`src/rtl/spi_slave_rx_fifo.sv`:
```
// SPI slave receiver: synchronizes SCK/SS/MOSI into clk, assembles MSB-first words
// and queues them in a receive FIFO with overflow, end-of-stream and framing flags.
module spi_slave_rx_fifo #(
  parameter int unsigned        DATA_W     = 8,
  parameter int unsigned        FIFO_DEPTH = 16,
  parameter bit                 CPOL       = 1'b0,
  parameter bit                 CPHA       = 1'b0,
  parameter logic [DATA_W-1:0]  TERM_VALUE = '0
) (
  input  logic                          clk,
  input  logic                          resetn,
  input  logic                          ck_sck,
  input  logic                          ck_ss,
  input  logic                          ck_mosi,
  output logic [DATA_W-1:0]             rd_data,
  output logic                          rd_valid,
  input  logic                          rd_ready,
  output logic [$clog2(FIFO_DEPTH):0]   fifo_count,
  output logic                          overflow,
  input  logic                          clr_ovf,
  output logic                          term_seen,
  output logic                          frame_err
);

  localparam int unsigned PTR_W = $clog2(FIFO_DEPTH);
  localparam int unsigned CNT_W = PTR_W + 1;
  localparam int unsigned BIT_W = $clog2(DATA_W + 1);

  logic sck_meta, sck_s, sck_prev;
  logic ss_meta, ss_s, ss_prev;
  logic mosi_meta, mosi_s;

  logic [DATA_W-1:0] shift;
  logic [BIT_W-1:0]  bit_cnt;

  logic [DATA_W-1:0] mem [FIFO_DEPTH];
  logic [PTR_W-1:0]  wr_ptr, rd_ptr;

  logic              sck_rise_c, sck_fall_c, sample_c, ss_rise_c;
  logic              word_done_c, pop_c, full_c, push_ok_c;
  logic [DATA_W-1:0] word_c;
  logic [CNT_W-1:0]  count_nxt_c;
  logic [PTR_W-1:0]  rd_ptr_nxt_c;

  // Edge detection, word assembly and FIFO next-state
  always_comb begin
    sck_rise_c   = 1'b0;
    sck_fall_c   = 1'b0;
    sample_c     = 1'b0;
    ss_rise_c    = 1'b0;
    word_c       = '0;
    word_done_c  = 1'b0;
    pop_c        = 1'b0;
    full_c       = 1'b0;
    push_ok_c    = 1'b0;
    count_nxt_c  = fifo_count;
    rd_ptr_nxt_c = rd_ptr;

    sck_rise_c = sck_s & ~sck_prev;
    sck_fall_c = ~sck_s & sck_prev;
    // Modes 1 and 2 sample on the falling edge, modes 0 and 3 on the rising edge
    sample_c   = ~ss_s & ((CPOL ^ CPHA) ? sck_fall_c : sck_rise_c);
    ss_rise_c  = ss_s & ~ss_prev;

    word_c      = {shift[DATA_W-2:0], mosi_s};
    word_done_c = sample_c && (bit_cnt == BIT_W'(DATA_W - 1));

    pop_c     = rd_valid & rd_ready;
    full_c    = (fifo_count == CNT_W'(FIFO_DEPTH));
    push_ok_c = word_done_c & (~full_c | pop_c);

    count_nxt_c  = fifo_count + CNT_W'(push_ok_c) - CNT_W'(pop_c);
    rd_ptr_nxt_c = rd_ptr + PTR_W'(1);
  end

  // Two-flop synchronizers plus previous-value registers for edge detection
  always_ff @(posedge clk or negedge resetn) begin
    if (!resetn) begin
      sck_meta  <= CPOL;
      sck_s     <= CPOL;
      sck_prev  <= CPOL;
      ss_meta   <= 1'b1;
      ss_s      <= 1'b1;
      ss_prev   <= 1'b1;
      mosi_meta <= 1'b0;
      mosi_s    <= 1'b0;
    end else begin
      sck_meta  <= ck_sck;
      sck_s     <= sck_meta;
      sck_prev  <= sck_s;
      ss_meta   <= ck_ss;
      ss_s      <= ss_meta;
      ss_prev   <= ss_s;
      mosi_meta <= ck_mosi;
      mosi_s    <= mosi_meta;
    end
  end

  // Shifter, bit counter and status pulses
  always_ff @(posedge clk or negedge resetn) begin
    if (!resetn) begin
      shift     <= '0;
      bit_cnt   <= '0;
      term_seen <= 1'b0;
      frame_err <= 1'b0;
    end else begin
      if (sample_c) begin
        shift   <= word_c;
        bit_cnt <= word_done_c ? '0 : bit_cnt + BIT_W'(1);
      end else if (ss_rise_c) begin
        bit_cnt <= '0;
      end
      term_seen <= word_done_c && (word_c == TERM_VALUE);
      frame_err <= ss_rise_c && (bit_cnt != '0);
    end
  end

  // FIFO pointers, occupancy, registered head word and sticky overflow
  always_ff @(posedge clk or negedge resetn) begin
    if (!resetn) begin
      wr_ptr     <= '0;
      rd_ptr     <= '0;
      fifo_count <= '0;
      rd_valid   <= 1'b0;
      rd_data    <= '0;
      overflow   <= 1'b0;
    end else begin
      if (push_ok_c) wr_ptr <= wr_ptr + PTR_W'(1);
      if (pop_c)     rd_ptr <= rd_ptr_nxt_c;
      fifo_count <= count_nxt_c;
      rd_valid   <= (count_nxt_c != '0);
      // When the FIFO is (or becomes) empty the incoming word bypasses straight to the head
      if ((fifo_count == '0) || (pop_c && (fifo_count == CNT_W'(1)))) begin
        if (push_ok_c) rd_data <= word_c;
      end else if (pop_c) begin
        rd_data <= mem[rd_ptr_nxt_c];
      end
      if (word_done_c && full_c && !pop_c) overflow <= 1'b1;
      else if (clr_ovf)                    overflow <= 1'b0;
    end
  end

  // Storage array needs no reset; occupancy tracking guards every read
  always_ff @(posedge clk) begin
    if (push_ok_c) mem[wr_ptr] <= word_c;
  end

endmodule

```
`config.mk`:
```
export PLATFORM = sky130hd
export DESIGN_NAME = spi_slave_rx_fifo
export DESIGN_NICKNAME = d
export VERILOG_FILES = /design/src/rtl/spi_slave_rx_fifo.sv
export SDC_FILE = /design/constraint.sdc
export NUM_CORES = 1
export LEC_CHECK = 0
export BUFFER_PORTS_ARGS = -buffer_cell sky130_fd_sc_hd__buf_2
export CAP_MARGIN = 10
export CORE_UTILIZATION = 66
export DETAILED_ROUTE_END_ITERATION = 8
export PLACE_DENSITY = 0.84
export SYNTH_ARGS = -nofsm -noshare
export SYNTH_HDL_FRONTEND = slang
export SYNTH_SLANG_ARGS = --single-unit
```
`constraint.sdc`:
```
create_clock -name clk -period 7.1 [get_ports clk]
set_input_delay 1.065 -clock clk [delete_from_list [all_inputs] [get_ports clk]]
set_output_delay 1.065 -clock clk [all_outputs]
set_load 0.1 [all_outputs]
```
Word level (Yosys, flattened, before mapping) --
Memories as Yosys holds them, arrays and structs flattened. Cells that the tools add are included.
Word-level totals: register bits after elaboration 44, RAM bits 128, memories kept 1
Memories:
- mem | words 16, bits a word 8, rd ports 1, clocked after memory_dff 0, wr ports 1, RTL line 36 | logic [DATA_W-1:0] mem [FIFO_DEPTH];
Operators by class: add/sub/neg operators 5, equal/unequal tests 4, muxes and demuxes 10, bitwise logic cells 10, reduce and logical (&&, ||, !) cells 16
Operator list (number):
- 8-bit two-way mux | 3
- 4-bit by 1-bit adder with 4-bit output, second input constant | 3
- 4-bit two-way mux | 3
- 8-bit logical NOT | 1
- 1-bit logical AND | 6
- 2-bit nonzero test | 3
- 5-bit by 1-bit adder with 5-bit output | 1
- 1-bit bitwise AND | 5
- 5-bit by 1-bit == test with 1-bit output, second input constant | 1
- 5-bit == test, second input constant | 1
- 5-bit logical NOT | 1
- 5-bit nonzero test | 1
- 5-bit by 1-bit subtractor with 5-bit output | 1
- 4-bit by 3-bit == test with 1-bit output, second input constant | 1
- 1-bit two-way mux | 4
- 1-bit inverter | 4
- 4-bit nonzero test | 1
- 2-bit inequality test, second input constant | 1
- 2-bit AND reduction | 1
- 1-bit logical NOT | 1
- 1-bit logical OR | 1
- 1-bit OR | 1

Logic depth before layout (Yosys ltp) --
depth in word-level cells 8, gate-level depth with buffers 13, mapped depth without buffers 12

Worst setup path after synthesis --
Ideal clock, no wire load.
kind register to register, start register fifo_count[2], end register rd_valid, data arrival time 3448 ps, data required time 6969 ps, slack 3520 ps, cell stages (with the launch flop) 12, period minus slack after synthesis 3580 ps, cell sequence dfrtp_1 inv_1 ha_1 nor4bb_1 a211oi_1 clkbuf_1 nand2_1 nand2_1 ha_1 fa_1 or3_1 or3_1
Between the ends: cells in the longest elaborated chain, start to end 7
RTL lines:
- start: declaration | RTL line 18 | output logic [$clog2(FIFO_DEPTH):0] fifo_count,
- start signal: assignment | RTL line 130 | fifo_count <= count_nxt_c;
- 5-bit == test | RTL line 69 | full_c = (fifo_count == CNT_W'(FIFO_DEPTH));
- 1-bit inverter | RTL line 70 | push_ok_c = word_done_c & (~full_c | pop_c);
- 1-bit OR | RTL line 70
- 1-bit bitwise AND | RTL line 70
- 5-bit by 1-bit adder with 5-bit output | RTL line 72 | count_nxt_c = fifo_count + CNT_W'(push_ok_c) - CNT_W'(pop_c);
- 5-bit by 1-bit subtractor with 5-bit output | RTL line 72
- named net count_nxt_c[1] | RTL line 42 | logic [CNT_W-1:0] count_nxt_c;
- 5-bit nonzero test | RTL line 131 | rd_valid <= (count_nxt_c != '0);
- end signal: assignment | RTL line 131
- end: declaration | RTL line 16 | output logic rd_valid,
The timed path passes the listed nets, and every way through them passes these cells. A chain may end at the register's enable or synchronous reset.

Worst setup path in the final report --
start register sck_prev, end register rd_valid
Between the ends: cells in the longest elaborated chain, start to end 8
RTL lines:
- start: declaration | RTL line 29 | logic sck_meta, sck_s, sck_prev;
- start signal: assignment | RTL line 90 | sck_prev <= sck_s;
- 1-bit inverter | RTL line 59 | sck_rise_c = sck_s & ~sck_prev;
- 1-bit bitwise AND | RTL line 59
- 1-bit bitwise AND | RTL line 62 | sample_c = ~ss_s & ((CPOL ^ CPHA) ? sck_fall_c : sck_rise_c);
- 1-bit logical AND | RTL line 66 | word_done_c = sample_c && (bit_cnt == BIT_W'(DATA_W - 1));
- 1-bit bitwise AND | RTL line 70
- 5-bit by 1-bit adder with 5-bit output | RTL line 72
- 5-bit by 1-bit subtractor with 5-bit output | RTL line 72
- named net count_nxt_c[1] | RTL line 42
- 5-bit nonzero test | RTL line 131
The timed path passes the listed nets, and every way through them passes these cells.

==> flow_metrics.py <==
metrics = {
    "finish": {
        "area_delta_synth_final_pct": 11.6,
        "area.sequential_um2": 4950,
        "layout.nets": 469,
        "antennaDiodeCount": 0,
        "num-fill-cells": 534,
        "final_core_util_pct": 76.4,
        "multi_input_area_um2": 2060,
        "post_layout_nonfiller_instances": 598,
        "layout_cells_sized_above_1_pct": 17.5,
    },
    "timing": {
        "worst_clock_skew_ns": 0.00780,
        "setup_total_negative_slack_ns": 0,
        "post-route-min-period_ns": 3.66,
        "slew_headroom_pct": 20.0,
        "timing_worst_slew_pin_value_ns": 1.20,
        "finalMaxSlewViolations": 0,
        "rsz0062_at_grt": "no",
        "fmax_mhz": 273,
        "final_min_period_over_clock_period_pct": 51.5,
        "setup-violations-final": 0,
        "finalHoldViolations": 0,
    },
    "synth": {
        "post_synth_fa_ha_maj_area_fraction_pct": 2.39,
        "yosys_warnings": 0,
        "synth.ff_latch_count": 172,
        "synthTopCellsByArea": "sky130_fd_sc_hd__edfxtp_1 (54%), sky130_fd_sc_hd__dfrtp_1 (14%), sky130_fd_sc_hd__mux2i_1 (6.0%), sky130_fd_sc_hd__mux4_2 (5.1%), sky130_fd_sc_hd__mux4_1 (2.6%)",
        "number_of_enable_flip_flop_cells_after_synthesis": 128,
        "synthXorXnorAreaFrac_pct": 2.12,
        "synthMostInstantiatedCell": "sky130_fd_sc_hd__edfxtp_1",
        "syn_nets": 440,
        "yosysUniqueCellTypes": 48,
        "netlist_instances": 420,
        "sequential_fraction_of_the_synthesis_area_pct": 69.4,
        "yosysTopAreaCellShare_pct": 53.9,
        "largest_family_of_logic_cells_by_synthesized_area": "multiplexers",
        "synth.mux.area_fraction_pct": 13.8,
        "synth_compound_gate_area_share_pct": 3.07,
        "ys.flop_type": "sky130_fd_sc_hd__edfxtp_1",
        "synth.avg_cell_area_um2": 17.0,
        "synth_simple_gate_area_share_pct": 7.37,
        "synth.top_cells.by_count": "sky130_fd_sc_hd__edfxtp_1 (128), sky130_fd_sc_hd__mux2i_1 (43), sky130_fd_sc_hd__dfrtp_1 (41)",
        "synth_top_area_cell": "sky130_fd_sc_hd__edfxtp_1",
        "asr_flop_ratio_synth_pct": 25.6,
        "synth_area_um2": 7130,
    },
    "power_and_ir_drop": {
        "power.switching_fraction_pct": 37.4,
        "power_density_nw_per_um2": 463,
        "total_power_consumption_mw": 3.68,
        "internal_power_mw": 2.31,
        "power_frac_comb_pct": 38.5,
        "p_switching_mw": 1.38,
        "static-leakage-power_nw": 3.04,
        "maximum_vdd_drop_mv": 0.439,
        "seq_power_share_pct": 35.7,
        "share_clk_of_total_power_pct": 25.8,
    },
    "setup_path": {
        "worstRegToRegCells": 8,
        "crit_path_end_kind": "register",
        "timing.setup.critical_path_class": "reg -> reg",
        "r2r_setup_slack_ns": 3.44,
        "worst-endpoint-arrival_ns": 4.08,
        "timing.rr.end": "rd_valid",
        "cp_max_fo": 21,
        "timing.rr.start": "sck_prev",
        "start_kind": "register",
        "timing.critical_path.required_ns": 7.52,
    },
    "clock_network": {
        "clkTransAtPathRegs_ns": 0.07,
        "total_clock_buffers_created_by_cts": 17,
        "tritoncts": "yes",
        "h_tree_depth": 4,
        "cts_hold_repair.buffers": 0,
        "max-clock-path-buffers": 2,
        "number_of_sinks_on_the_clock_net": 172,
        "post-cts-setup-buffers": 0,
        "clk_root_buffer_cell": "sky130_fd_sc_hd__clkbuf_8",
        "ctsResizeCount": 0,
        "clock_latency_ns": 0.54,
    },
    "place": {
        "place_congestion": 0.819,
        "place.detailed.hpwl_um": 8400,
        "port_buffers": 23,
        "placedCellCount": 566,
    },
    "grt": {
        "overflow": 0,
        "grt_start_max_net_pins": 51,
        "grt_usage_pct": 28.3,
        "via_count_of_the_first_global_routing_pass": 3907,
        "initial_antenna_violation_count": 0,
        "grt_first_pass_wirelength_um": 22300,
    },
    "drt": {
        "drt_pass1_iterations": 5,
        "drc_errors": 0,
        "wl_per_cell_um": 24.2,
        "vias": 3977,
        "wirelength_um": 14500,
        "via_cell_ratio": 6.65,
        "drt.antenna.violating_nets": 0,
        "drt_first_iter_violations": 428,
    },
    "min_path": {
        "hp-class": "reg -> reg",
        "hold_path.startpoint": "sck_meta",
        "min_delay_worst_endpoint": "sck_s",
        "min_delay_path_depth": 0,
    },
    "job": {
        "timing.max_cap.violations": 0,
    },
    "outcome": {
        "outcome": "finished, final reports clean",
    },
    "die": {
        "fp.dieW_um": 106,
        "num_io_pins": 24,
        "floorplan.initialDensity_pct": 68.4,
        "die-area_um2": 11200,
        "core.rowCount": 37,
        "fp.coreArea_um2": 10400,
        "chipHeight_um": 106,
    },
}
-- per-stage QoR --
| stage | instance area [µm²] | hold WS (ns) | setup WS, ns |
|---|---|---|---|
| after floorplan | 7130 | 0.331 | 3.52 |
| after global placement | 7350 | 0.333 | 3.31 |
| after detailed placement | 7350 | 0.337 | 3.13 |
| after CTS | 7960 | 0.355 | 3.50 |
| after global routing | 7960 | 0.356 | 3.26 |
| final | 7960 | 0.353 | 3.44 |
-- kinds of logic after synthesis --
family | Yosys count
and+or+nand+nor | 101
xor gates and xnor gates | 13
AOI/OAI and AO/OA | 30
DFF | 172
adders and majority gates | 13
muxes | 67
buffers and inverters | 24
-- cells in the final DEF, fill, tap and decap left out, types with 4 or more instances in the layout --
| cell type | count |
|---|---|
| sky130_fd_sc_hd__a22oi_1 | 7 |
| sky130_fd_sc_hd__clkbuf_16 | 16 |
| sky130_fd_sc_hd__xor2_1 | 5 |
| sky130_fd_sc_hd__buf_2 | 23 |
| sky130_fd_sc_hd__inv_1 | 8 |
| sky130_fd_sc_hd__mux2i_1 | 43 |
| sky130_fd_sc_hd__o2111ai_1 | 7 |
| sky130_fd_sc_hd__nor3_1 | 4 |
| sky130_fd_sc_hd__dfrtp_1 | 41 |
| sky130_fd_sc_hd__edfxtp_1 | 128 |
| sky130_fd_sc_hd__mux4_2 | 16 |
| sky130_fd_sc_hd__mux4_1 | 7 |
| sky130_fd_sc_hd__and3_1 | 15 |
| sky130_fd_sc_hd__nand2_1 | 39 |
| sky130_fd_sc_hd__clkinvlp_4 | 4 |
| sky130_fd_sc_hd__nand3_1 | 8 |
| sky130_fd_sc_hd__or3_1 | 16 |
| sky130_fd_sc_hd__xnor2_1 | 6 |
| sky130_fd_sc_hd__bufinv_16 | 4 |
| sky130_fd_sc_hd__nor2_1 | 4 |
| sky130_fd_sc_hd__ha_1 | 11 |
| sky130_fd_sc_hd__a21oi_1 | 4 |
| sky130_fd_sc_hd__clkinv_4 | 4 |
-- state kept, by name, summed over array words and instances (netlist names), 4 cells and up --
register	count
rd_ptr	4
fifo_count	5
bit_cnt	4
wr_ptr	4
rd_data	8
shift	7
mem	128
-- power by group through the flow --
| stage | combinational (mW) | sequential, mW | clock, mW |
|---|---|---|---|
| floorplan | 0.873 | 1.58 | 0 |
| global placement | 1.35 | 1.32 | 0 |
| detailed placement | 1.39 | 1.33 | 0 |
| CTS | 1.42 | 1.31 | 0.955 |
| global route | 1.50 | 1.32 | 0.992 |
| finish | 1.42 | 1.32 | 0.951 |
-- how the worst max path moves through the flow --
| stage | from | end | slack [ns] |
|---|---|---|---|
| floorplan | fifo_count[2] | rd_valid | 3.52 |
| global placement | rd_ready | rd_valid | 3.31 |
| detailed placement | rd_ready | rd_valid | 3.13 |
| CTS | sck_prev | rd_valid | 3.50 |
| global route | sck_prev | rd_valid | 3.26 |
| finish | sck_prev | rd_valid | 3.44 |
-- final cells by class --
class,instances,share of cell area [%]
Clock buffer,17,5.20
Clock inverter,15,2.50
Inverter,8,0.377
Multi-Input combinational cell,224,25.9
Sequential cell,172,62.2
Tap cell,136,2.14
Timing Repair Buffer,26,1.73
-- worst max-delay path, stage by stage, from the launching register on --
cell                       delay [ns]
sky130_fd_sc_hd__dfrtp_1         0.37
sky130_fd_sc_hd__or3b_1          0.60
sky130_fd_sc_hd__a211oi_2        1.01
sky130_fd_sc_hd__nand2_1         0.11
sky130_fd_sc_hd__nand2_1         0.11
sky130_fd_sc_hd__ha_1            0.19
sky130_fd_sc_hd__fa_1            0.44
sky130_fd_sc_hd__or3_1           0.38
sky130_fd_sc_hd__or3_1           0.32
-- routing by layer --
metal  track usage, %  share of wire (%)  vias up
met3             7.11                8.1       60
met5                0                  0        -
met1             38.2                 40     1976
met4             13.7                3.6        0
met2             43.7                 48      242
li1                 -                  -     1699
Power figures use the tool's default switching activity.
